## config.mk

```make
export PLATFORM = sky130hd
export DESIGN_NAME = alu_result_stage
export DESIGN_NICKNAME = d
export VERILOG_FILES = /design/src/rtl/alu_pkg.sv /design/src/rtl/alu_flag_gen.sv /design/src/rtl/alu_result_stage.sv
export SDC_FILE = /design/constraint.sdc
export NUM_CORES = 1
export LEC_CHECK = 0
export ABC_AREA = 1
export BUFFER_PORTS_ARGS = -buffer_cell sky130_fd_sc_hd__buf_2
export CAP_MARGIN = 20
export CORE_UTILIZATION = 35
export DETAILED_ROUTE_END_ITERATION = 8
export SYNTH_ARGS = -nofsm -noshare
export SYNTH_HDL_FRONTEND = slang
export SYNTH_SLANG_ARGS = --single-unit
```

## constraint.sdc

```tcl
create_clock -name clk -period 1.5 [get_ports clk]
set_input_delay 0.3 -clock clk [delete_from_list [all_inputs] [get_ports clk]]
set_output_delay 0.3 -clock clk [all_outputs]
set_load 0.02 [all_outputs]
```

## src/rtl/alu_pkg.sv

```systemverilog
`default_nettype none
// ============================================================================
// Module  : alu_pkg
// Brief   : Shared ALU types: opcode tags, flag bit positions, result-stage
//           occupancy states.
// Rev     : 1.0  initial release
// ============================================================================
package alu_pkg;

    localparam int ALU_WIDTH = 16;

    typedef enum logic [3:0] {
        OP_AND  = 4'd0,
        OP_OR   = 4'd1,
        OP_NOR  = 4'd2,
        OP_XOR  = 4'd3,
        OP_ADD  = 4'd4,
        OP_SUB  = 4'd5,
        OP_NAND = 4'd6,
        OP_XNOR = 4'd7
    } alu_op_t;

    // Bit positions inside the 4-bit {C,P,N,Z} flag word
    localparam int FLAG_Z = 0;
    localparam int FLAG_N = 1;
    localparam int FLAG_P = 2;
    localparam int FLAG_C = 3;

    typedef enum logic [1:0] {
        ST_EMPTY = 2'd0,
        ST_ONE   = 2'd1,
        ST_FULL  = 2'd2
    } occ_state_t;

endpackage
`default_nettype wire

```

## src/rtl/alu_flag_gen.sv

```systemverilog
`default_nettype none
// ============================================================================
// Module  : alu_flag_gen
// Brief   : Combinational {C,P,N,Z} flag generator for an ALU result word.
// Rev     : 1.0  initial release
// ============================================================================
module alu_flag_gen
    import alu_pkg::*;
#(
    parameter int WIDTH = ALU_WIDTH
) (
    input  logic [WIDTH-1:0] i_result,
    input  logic             i_carry,
    output logic [3:0]       o_flags
);

    always_comb begin
        o_flags         = '0;
        o_flags[FLAG_Z] = (i_result == '0);
        o_flags[FLAG_N] = i_result[WIDTH-1];
        // Parity is 1 when the word holds an odd number of ones
        o_flags[FLAG_P] = ^i_result;
        o_flags[FLAG_C] = i_carry;
    end

endmodule
`default_nettype wire

```

## src/rtl/alu_result_stage.sv

```systemverilog
`default_nettype none
// ============================================================================
// Module  : alu_result_stage
// Brief   : Two-entry in-order result buffer between ALU units and writeback,
//           attaching flags at push and counting accepted results.
// Rev     : 1.0  initial release
// ============================================================================
module alu_result_stage
    import alu_pkg::*;
#(
    parameter int WIDTH = ALU_WIDTH,
    parameter int CNT_W = 16
) (
    input  logic             clk,
    input  logic             rst,
    input  logic             in_valid,
    output logic             in_ready,
    input  logic [WIDTH-1:0] in_result,
    input  logic [3:0]       in_op,
    input  logic             in_carry,
    output logic             out_valid,
    input  logic             out_ready,
    output logic [WIDTH-1:0] out_result,
    output logic [3:0]       out_op,
    output logic [3:0]       out_flags,
    output logic [CNT_W-1:0] op_count
);

    occ_state_t       r_state;
    occ_state_t       w_state_nxt;

    logic [WIDTH-1:0] r_head_result;
    logic [3:0]       r_head_op;
    logic [3:0]       r_head_flags;
    logic [WIDTH-1:0] r_skid_result;
    logic [3:0]       r_skid_op;
    logic [3:0]       r_skid_flags;
    logic [CNT_W-1:0] r_op_count;

    logic [3:0]       w_in_flags;
    logic             w_push;
    logic             w_pop;
    logic             w_load_head_new;
    logic             w_load_head_skid;
    logic             w_load_skid;

    alu_flag_gen #(
        .WIDTH    (WIDTH)
    ) u_flag_gen (
        .i_result (in_result),
        .i_carry  (in_carry),
        .o_flags  (w_in_flags)
    );

    // Readiness depends only on registered occupancy (and reset), never on out_ready
    assign in_ready  = !rst && (r_state != ST_FULL);
    assign out_valid = (r_state != ST_EMPTY);
    assign w_push    = in_valid && in_ready;
    assign w_pop     = out_valid && out_ready;

    always_comb begin
        w_state_nxt      = r_state;
        w_load_head_new  = 1'b0;
        w_load_head_skid = 1'b0;
        w_load_skid      = 1'b0;
        case (r_state)
            ST_EMPTY: begin
                if (w_push) begin
                    w_state_nxt     = ST_ONE;
                    w_load_head_new = 1'b1;
                end
            end
            ST_ONE: begin
                case ({w_push, w_pop})
                    2'b10: begin
                        w_state_nxt = ST_FULL;
                        w_load_skid = 1'b1;
                    end
                    2'b01: w_state_nxt = ST_EMPTY;
                    2'b11: w_load_head_new = 1'b1;
                    default: ;
                endcase
            end
            ST_FULL: begin
                if (w_pop) begin
                    w_state_nxt      = ST_ONE;
                    w_load_head_skid = 1'b1;
                end
            end
            default: w_state_nxt = ST_EMPTY;
        endcase
    end

    // Head only changes when a new entry takes its place, so outputs hold when empty
    always_ff @(posedge clk) begin
        if (rst) begin
            r_state       <= ST_EMPTY;
            r_head_result <= '0;
            r_head_op     <= '0;
            r_head_flags  <= '0;
            r_skid_result <= '0;
            r_skid_op     <= '0;
            r_skid_flags  <= '0;
            r_op_count    <= '0;
        end else begin
            r_state <= w_state_nxt;
            if (w_load_head_new) begin
                r_head_result <= in_result;
                r_head_op     <= in_op;
                r_head_flags  <= w_in_flags;
            end else if (w_load_head_skid) begin
                r_head_result <= r_skid_result;
                r_head_op     <= r_skid_op;
                r_head_flags  <= r_skid_flags;
            end
            if (w_load_skid) begin
                r_skid_result <= in_result;
                r_skid_op     <= in_op;
                r_skid_flags  <= w_in_flags;
            end
            if (w_push) begin
                r_op_count <= r_op_count + CNT_W'(1);
            end
        end
    end

    assign out_result = r_head_result;
    assign out_op     = r_head_op;
    assign out_flags  = r_head_flags;
    assign op_count   = r_op_count;

endmodule
`default_nettype wire

```

==> metrics.log <==
[metrics] leakage power: 0.00168 uW
[metrics] routed wirelength normalized by instance count: 12.3 microns
[metrics] number of rows created at floorplan: 33
[metrics] fmax: 678 MHz
[metrics] clock input transition at the sequential cells of the worst setup and hold paths: 0.07 ns
[metrics] switching portion of total power: 27.0%
[metrics] master cell of the clock root buffer: sky130_fd_sc_hd__clkbuf_8
[metrics] count of buffers inserted at the top-level ports: 66
[metrics] Seq/Total Area, Yosys: 43.5%
[metrics] post-route DRC violation count: 0
[metrics] status: finished, final reports clean
[metrics] GRT Util Overall: 17.1%
[metrics] # setup viols final: 0
[metrics] via count of the first global-routing pass: 2607
[metrics] maxcap violations: 0
[metrics] distinct cell type count of the synthesized netlist: 27
[metrics] biggest cell delay along the critical path: 0.34 ns
[metrics] aggregate global routing overflow: 0
[metrics] chip height: 93.8 microns
[metrics] pin count of the biggest net entering global routing: 31
[metrics] floorplan die width: 93.8 microns
[metrics] synthesized instance count: 407
[metrics] final antenna diode count: 0
[metrics] number of buffers added by the clock tree synthesis step: 9
[metrics] total of flip-flops plus latches after synthesis: 64
[metrics] DR vias: 2844
[metrics] post-layout util: 45.9%
[metrics] net switching power: 1010 uW
[metrics] proportion of power drawn by combinational gates: 12.3%
[metrics] CP top delay family: simple AND/OR/NAND/NOR gates
[metrics] CP startpoint kind: flip-flop
[metrics] Hold Violations, Final: 0
[metrics] number of sinks handled by clock tree synthesis: 64
[metrics] share of total power in sequential cells: 47.2%
[metrics] buffering stage count on the worst path with inverters included: 3
[metrics] share of flip-flops with an asynchronous set or reset: 0%
[metrics] power density over cell area: 1000 nW/um^2
[metrics] global-route wire length before repair: 11800 microns
[metrics] largest buffer count on any clock path: 2
[metrics] critical setup path kind: reg -> reg
[metrics] Fin Clk Skew: 0.00981 ns
[metrics] Avg Cell Area, Syn: 7.24 sq um
[metrics] H-tree lvl count: 3
[metrics] proportion of layout cells with a drive suffix above 1: 25.3%
[metrics] Crit-path slowest cell: sky130_fd_sc_hd__dfxtp_2
[metrics] portion of total power attributed to the clock network: 40.5%
[metrics] initial antenna violation count: 0
[metrics] number of top-level pins: 67
[metrics] internal power component: 2740 uW
[metrics] part of the cycle the worst path needs: 98.3%
[metrics] data arrival time of the critical path: 1.71 ns
[metrics] Filler Cell Count: 852
[metrics] max-slew violation total from the final report: 0
[metrics] Hold WC Path Type: in -> reg
[metrics] Via density: 4.77
[metrics] initial cell density of the core: 36.1%
[metrics] CP Capture Type: flip-flop
[metrics] insertion delay to the later sink of the worst-skew pair: 0.34 ns
[metrics] clock tree from TritonCTS: yes
[metrics] final critical delay including setup and external delays: 1.47 ns
[metrics] IR Drop Worst-Case VDD: 0.502 mV
[metrics] Post-synth top flop: sky130_fd_sc_hd__dfxtp_1
[metrics] worst-path cell chain: inv_2 -> nand2_4 -> nand3_4 -> nor3_4 -> buf_12 -> clkinvlp_4 -> nor2_2 -> nor2_1
[metrics] core area: 8180 sq um
[metrics] headroom to the max-slew limit: 74.3%
[metrics] cell accounting for the most synthesized area: sky130_fd_sc_hd__dfxtp_1
[metrics] DPL Wire Length: 5160 microns
[metrics] number of optimization iterations in the first detailed-route pass: 4
[metrics] synth-to-layout area growth: 27.3%
[metrics] Design Power: 3750 uW
[metrics] highest net fanout along the worst path: 7
[metrics] transition time at the pin with the least slew margin: 0.385 ns
[metrics] synth cell count leaders: sky130_fd_sc_hd__nand2_1 (118), sky130_fd_sc_hd__dfxtp_1 (64), sky130_fd_sc_hd__inv_1 (42)
[metrics] combined area of all synthesized cells: 2950 sq um
[metrics] Post-DRT Antenna Nets: 0
[metrics] die area: 8790 sq um
[metrics] nets: 520
[metrics] detailed-route wire length: 7330 microns
[metrics] synth warn: 0
[metrics] Starting DRT DRC Count: 61
[metrics] worst hold margin: 0.211 ns
[metrics] Required @ worst endpoint: 1.74 ns
[metrics] post-synth top area share: 43.5%
[metrics] most area-consuming cells after synthesis: sky130_fd_sc_hd__dfxtp_1 (43%), sky130_fd_sc_hd__nand2_1 (15%), sky130_fd_sc_hd__inv_1 (5.3%)
[metrics] weighted congestion reported at the end of routability-driven placement: 0.818
[metrics] number of enable-type register cells in the synthesized netlist: 0
[metrics] net count after synthesis: 441
[metrics] RSZ-0062 raised after global routing: true
[metrics] cell with the most instances after synthesis: sky130_fd_sc_hd__nand2_1
sequential cells by signal (all words and copies together), names as in the netlist:
name	count
out_result	15
r_skid_op	4
r_skid_flags	4
out_op	4
op_count	16
r_state	2
r_skid_result	15
out_flags	4
cell families (layout without fill, tap and decap cells):
| group | after synthesis | after routing | synth area share (%) |
|---|---|---|---|
| AOI/OAI and AO/OA | 81 | 81 | 15.0 |
| xor gates and xnor gates | 7 | 7 | 2.08 |
| adders and majority gates | 9 | 9 | 3.82 |
| buffers and inverters | 63 | 146 | 9.00 |
| DFF | 64 | 64 | 43.5 |
| and+or+nand+nor | 183 | 184 | 26.7 |
placed cells by master (no fill, tap or decap), drive strengths merged:
cell / count
dfxtp: 64
nand2: 119
xor2: 2
bufinv: 1
nand4: 7
o21ai: 30
inv: 43
ha: 9
nor3b: 1
nor2: 40
a211oi: 2
buf: 86
nand3: 10
clkbuf: 10
nor3: 7
a21oi: 27
clkinv: 2
a31oi: 22
clkinvlp: 4
xnor2: 5
final cells by class:
| type | instances | area (sq um) | share of cell area (%) |
|---|---|---|---|
| multi-input combinational | 281 | 1440 | 38.4 |
| tap | 105 | 131 | 3.50 |
| clock inverter | 6 | 67.6 | 1.80 |
| inverter | 44 | 173 | 4.60 |
| clock buffer | 10 | 138 | 3.67 |
| timing repair buffer | 86 | 519 | 13.8 |
| sequential | 64 | 1280 | 34.2 |
routing by layer:
metal  track usage, %  share of wire [%]  vias up
li1                 -                  -     1478
met1             20.5                 46     1292
met2             29.0                 48       67
met3             5.34                5.1        7
met4             5.51               0.86        0
met5                0                  0        -
tightest hold or removal path, stage by stage:
cell and delay [ns]:
sky130_fd_sc_hd__buf_2 0.09, sky130_fd_sc_hd__nor2_1 0.04, sky130_fd_sc_hd__nor2_1 0.09
stage by stage:
step | setup slack (ns) | area, sq um | cells | setup TNS [ns]
CTS | 0.00676 | 3630 | 588 | 0
global route | -0.0669 | 3750 | 596 | -0.760
detailed placement | 0.0128 | 3420 | 572 | 0
global placement | 0.0377 | 3420 | 572 | 0
finish | 0.0254 | 3750 | 596 | 0
floorplan | 0.0300 | 2950 | 407 | 0
repair_timing:
action | in CTS | in global routing
setup buffers | 0 | 7
gates cloned | 0 | 1
hold buffers | 0 | 0
resized for setup | 3 | 15
pin swaps | 0 | 5
setup endpoints to repair | 1 | 50
final timing paths:
kind                            slack [ns]         endpoint    startpoint  cells after the start
worst min-delay path                  0.21  r_skid_flags[3]      in_carry                      3
worst max-delay path                  0.03  r_skid_flags[0]    r_state[0]                      8
worst max register to register        0.03  r_skid_flags[0]    r_state[0]                      8
worst min register to register        0.48     out_flags[0]  out_flags[0]                      2
power by group through the flow:
| stage | logic, uW | registers, uW | clock network [uW] |
|---|---|---|---|
| floorplan | 250 | 1850 | 0 |
| global placement | 423 | 1810 | 0 |
| detailed placement | 430 | 1810 | 0 |
| CTS | 434 | 1770 | 1560 |
| global route | 515 | 1780 | 1650 |
| finish | 461 | 1770 | 1520 |
Power figures use the tool's default switching activity.
